### src/rtl/mem_arbiter.sv
// mem_arbiter
// Shares one word-wide backing memory port between the instruction-fetch (IF)
// requester and the data (D) requester. D has fixed priority over IF. The
// winning request is registered onto a req/ack backing handshake, and the
// owner gets a one-cycle ready pulse carrying read data and an error flag.
// Misaligned addresses are rejected without a backing access. An access that
// is never acknowledged is aborted after TIMEOUT cycles.
//
// Ports:
//   clk, rst                      clock (rising edge), async active-high reset
//   if_req/if_addr                fetch request (held until if_ready)
//   if_ready/if_rdata/if_err      fetch response (pulse, held data, error)
//   d_req/d_we/d_addr/d_wdata     data request (held until d_ready)
//   d_ready/d_rdata/d_err         data response (pulse, held data, error)
//   m_req/m_we/m_addr/m_wdata     backing request (held until ack or abort)
//   m_ack/m_rdata                 backing completion pulse and read data
//   busy                          arbiter not idle
module mem_arbiter #(
    parameter int ADDR_W  = 32,
    parameter int DATA_W  = 32,
    parameter int TIMEOUT = 16
) (
    input  logic              clk,
    input  logic              rst,
    input  logic              if_req,
    input  logic [ADDR_W-1:0] if_addr,
    output logic              if_ready,
    output logic [DATA_W-1:0] if_rdata,
    output logic              if_err,
    input  logic              d_req,
    input  logic              d_we,
    input  logic [ADDR_W-1:0] d_addr,
    input  logic [DATA_W-1:0] d_wdata,
    output logic              d_ready,
    output logic [DATA_W-1:0] d_rdata,
    output logic              d_err,
    output logic              m_req,
    output logic              m_we,
    output logic [ADDR_W-1:0] m_addr,
    output logic [DATA_W-1:0] m_wdata,
    input  logic              m_ack,
    input  logic [DATA_W-1:0] m_rdata,
    output logic              busy
);

    localparam int CW = (TIMEOUT > 1) ? $clog2(TIMEOUT) : 1;
    localparam logic [CW-1:0] LAST_WAIT = CW'(TIMEOUT - 1);

    typedef enum logic [1:0] {
        IDLE    = 2'd0,
        BUSY_IF = 2'd1,
        BUSY_D  = 2'd2,
        RESP    = 2'd3
    } state_t;

    state_t        state;
    logic [CW-1:0] count;

    // Arbitration FSM; every output is a register updated here.
    always_ff @(posedge clk or posedge rst) begin
        if (rst) begin
            state    <= IDLE;
            count    <= '0;
            m_req    <= 1'b0;
            m_we     <= 1'b0;
            m_addr   <= '0;
            m_wdata  <= '0;
            if_ready <= 1'b0;
            if_rdata <= '0;
            if_err   <= 1'b0;
            d_ready  <= 1'b0;
            d_rdata  <= '0;
            d_err    <= 1'b0;
            busy     <= 1'b0;
        end else begin
            case (state)
                IDLE: begin
                    // D is the older instruction in the pipeline, so it wins.
                    if (d_req) begin
                        busy <= 1'b1;
                        if (d_addr[1:0] == 2'b00) begin
                            m_req   <= 1'b1;
                            m_we    <= d_we;
                            m_addr  <= d_addr;
                            m_wdata <= d_wdata;
                            count   <= '0;
                            state   <= BUSY_D;
                        end else begin
                            d_ready <= 1'b1;
                            d_err   <= 1'b1;
                            d_rdata <= '0;
                            state   <= RESP;
                        end
                    end else if (if_req) begin
                        busy <= 1'b1;
                        if (if_addr[1:0] == 2'b00) begin
                            m_req   <= 1'b1;
                            m_we    <= 1'b0;
                            m_addr  <= if_addr;
                            m_wdata <= '0;
                            count   <= '0;
                            state   <= BUSY_IF;
                        end else begin
                            if_ready <= 1'b1;
                            if_err   <= 1'b1;
                            if_rdata <= '0;
                            state    <= RESP;
                        end
                    end else begin
                        busy <= 1'b0;
                    end
                end
                BUSY_IF: begin
                    if (m_ack) begin
                        m_req    <= 1'b0;
                        if_ready <= 1'b1;
                        if_err   <= 1'b0;
                        if_rdata <= m_rdata;
                        state    <= RESP;
                    end else if (count == LAST_WAIT) begin
                        m_req    <= 1'b0;
                        if_ready <= 1'b1;
                        if_err   <= 1'b1;
                        if_rdata <= '0;
                        state    <= RESP;
                    end else begin
                        count <= count + 1'b1;
                    end
                end
                BUSY_D: begin
                    if (m_ack) begin
                        m_req   <= 1'b0;
                        d_ready <= 1'b1;
                        d_err   <= 1'b0;
                        // Stores return zero; the bus read data is meaningless then.
                        d_rdata <= m_we ? '0 : m_rdata;
                        state   <= RESP;
                    end else if (count == LAST_WAIT) begin
                        m_req   <= 1'b0;
                        d_ready <= 1'b1;
                        d_err   <= 1'b1;
                        d_rdata <= '0;
                        state   <= RESP;
                    end else begin
                        count <= count + 1'b1;
                    end
                end
                RESP: begin
                    // Only the owner's ready was set, so clearing both is safe.
                    if_ready <= 1'b0;
                    d_ready  <= 1'b0;
                    busy     <= 1'b0;
                    state    <= IDLE;
                end
                default: begin
                    m_req    <= 1'b0;
                    if_ready <= 1'b0;
                    d_ready  <= 1'b0;
                    busy     <= 1'b0;
                    state    <= IDLE;
                end
            endcase
        end
    end

endmodule

### config.mk
export PLATFORM = sky130hd
export DESIGN_NAME = mem_arbiter
export DESIGN_NICKNAME = d
export VERILOG_FILES = /design/src/rtl/mem_arbiter.sv
export SDC_FILE = /design/constraint.sdc
export NUM_CORES = 1
export LEC_CHECK = 0
export ABC_AREA = 0
export CAP_MARGIN = 20
export CORE_MARGIN = 2
export CORE_UTILIZATION = 40
export CTS_BUF_LIST = sky130_fd_sc_hd__clkbuf_2
export CTS_CLUSTER_SIZE = 24
export DETAILED_ROUTE_END_ITERATION = 10
export GPL_TIMING_DRIVEN = 0
export HOLD_SLACK_MARGIN = 0.1
export PLACE_DENSITY = 0.78
export SYNTH_ARGS = -nofsm -noshare
export SYNTH_HDL_FRONTEND = slang
export SYNTH_SLANG_ARGS = --single-unit
### constraint.sdc
create_clock -name clk -period 5.2 [get_ports clk]
set_input_delay 0.52 -clock clk [delete_from_list [all_inputs] [get_ports clk]]
set_output_delay 0.52 -clock clk [all_outputs]
set_load 0.03 [all_outputs]
==> impl_metrics.tcl <==
set metrics [dict create \
    vias 5100 \
    mostFrequentLayoutCells "268 x clkdlybuf4s50_1, 141 x dfrtp_1, 104 x nand2_1" \
    cts-resized-gates 0 \
    layoutNonFillerInstCount 992 \
    status "finished, final reports clean" \
    max-slew-margin-rel 0.514 \
    multi_input_area_um2 2080 \
    path_delay_family "buffers and inverters" \
    grt_use_total 0.224 \
    cts_made_buffers 17 \
    crit_buf_inv 1 \
    period_share 0.456 \
    cts_hold_buf 0 \
    drc 0 \
    layout_commonest_cell "clkdlybuf4s50_1" \
    path_cells "clkdlybuf4s50_1" \
    grt_pass1_vias 5354 \
    htree_levels 4 \
    ir_worst_vdd_uv 270 \
    tightest_slew_ps 729 \
    drive_above_1_share 0.0793 \
    path_depth 1 \
    numPortBuffers 268 \
    final-setup-viol-count 0 \
    synth_area_leader_cell "dfrtp_1" \
    post-dp-hpwl_um 13200 \
    ant_nets 0 \
    slew_viol_final 0 \
    synthArstFlopShare 1.00 \
    drt_first_pass_iters 4 \
    clkLatencyLatePin_ps 710 \
    cts-root-buf "clkbuf_2" \
    p_leak_uw 0.00401 \
    nets 936 \
    hold_viol_final 0 \
    synthTopCellsByArea "dfrtp_1 61%, a22o_1 10%, nand2_1 6.7%" \
    synth_edf_count 0 \
    clkSinkCount 141 \
    ys_ff_latch 141 \
    clock_path_buffers 2 \
    regArea_um2 3530 \
    fp.dieW_um 124 \
    yosys.area.top_type_share 0.608 \
    cap_violations 0 \
    die_h_um 124 \
    synthCells 506 \
    fin_tns_setup_ps 0 \
    ios 269 \
    synthToLayoutAreaGrowth_pct 55.6 \
    critPathLaunchType "register" \
    worstPathArrival_ps 1850 \
    path_clk_slew_ps 230 \
    place_ws_ps 2640 \
    syn_area_per_cell_um2 11.5 \
    grt_max_degree 80 \
    antenna_found_initial 1 \
    grt_pass1_wl_um 27800 \
    rows 44 \
    synth.distinct_cells 38 \
    cp-end-kind "primary output" \
    core_area_um2 14400 \
    power-per-cell-area_nw_per_um2 605 \
    dieArea_um2 15500 \
    synth-seq-area-share 0.608 \
    worst_r2r_path_depth 7 \
    fmax_mhz 422 \
    fillCellCount 1155 \
    finalCriticalPeriod_ps 2370 \
    worstPathMaxFanout 2 \
    setup_ws_ps 2830 \
    dp.cells 959 \
    viasPerCell 5.14 \
    routed_wl_um 17100 \
    slowest_stage "clkdlybuf4s50_1" \
    synth_area_um2 5800 \
    max_stage_delay_ps 690 \
    cp.required_ps 4680 \
    hold_class "input pin to asynchronous set/reset pin" \
    total_power_uw 5460 \
    synth_nets 648 \
    clock_skew_ps 45.5 \
    ys.flop_type "dfrtp_1" \
    cts_tree "yes" \
    worstSetupPathType "register to primary output" \
    wl_per_cell_um 17.2 \
    drtIter0Drc 262 \
    rsz0062_at_grt "false" \
    post-cts-setup-buffers 0 \
    start_util 0.404 \
    finalWeightedCongestion 0.826 \
    grt_overflow 0 \
    yosys_warnings 0 \
]
-- layout make-up --
| class | instances | area share |
|---|---|---|
| clock inverters | 15 | 0.0215 |
| flip-flops and latches | 141 | 0.391 |
| repair buffers | 269 | 0.300 |
| inverters | 9 | 0.00430 |
| clock buffers | 17 | 0.00943 |
| diodes | 1 | 0.000277 |
| plain buffers | 35 | 0.0177 |
| multi-input cells | 321 | 0.230 |
| well taps | 184 | 0.0255 |
-- worst paths after layout --
kind,from,end,slack [ps]
hold reg to reg,m_addr[26],m_addr[26],510
max in group asynchronous,rst,m_we,4170
hold / removal,rst,m_wdata[26],240
min in group clk,m_rdata[10],d_rdata[10],380
setup / recovery,d_rdata[25],d_rdata[25],2830
setup reg to reg,state[0],d_rdata[16],2910
-- cells by family after synthesis --
kind of cell             share of synthesized area
adder cells (fa/ha/maj)                     0.0173
buffers and inverters                       0.0334
AO/OA/AOI/OAI                                0.192
flip-flops                                   0.608
AND/OR/NAND/NOR                             0.0906
multiplexers                                0.0580
-- metal layers --
layer  track usage  wire length [µm]
met1         0.267              6950
met2         0.383              8500
met3        0.0713              1240
met4        0.0787               417
met5             0                 0
-- worst register-to-register path, cell delays in order (launching register included) --
cell and delay [ps]:
dfrtp_1 470, inv_1 120, ha_1 220, buf_2 190, o211a_1 220, o2bb2ai_2 410
clkbuf_1 380, o21ai_0 160
-- power breakdown --
part	switching (µW)	internal, µW
clock	402	315
sequential	284	1540
combinational	1680	1230
total	2370	3090
-- Yosys cell counts, types with 2 or more instances --
| master | instances |
|---|---|
| ha_1 | 8 |
| a21oi_1 | 7 |
| nor2_1 | 5 |
| o21ai_0 | 66 |
| a22o_1 | 67 |
| nand3b_1 | 2 |
| o31ai_1 | 4 |
| and2_1 | 3 |
| inv_1 | 9 |
| dfrtp_1 | 141 |
| clkbuf_1 | 13 |
| buf_2 | 20 |
| a31oi_1 | 3 |
| mux2i_1 | 31 |
| nand2_1 | 104 |
-- sequential cells by signal, summed over array words and instances (netlist names) --
name      flops
d_rdata      32
if_rdata     32
m_addr       32
m_wdata      32
count         4
state         2
busy          1
d_err         1
d_ready       1
if_err        1
if_ready      1
m_req         1
m_we          1
-- through the flow --
stage                     hold WS [ps]  utilization  instance area (µm²)
after CTS                          202        0.628                 9020
after floorplan                    492            -                 5800
after detailed placement           471        0.609                 8740
after global placement             462        0.606                 8710
after global routing               215        0.628                 9030
final                              241        0.628                 9030
No activity file was read; power rests on OpenSTA's default activity.
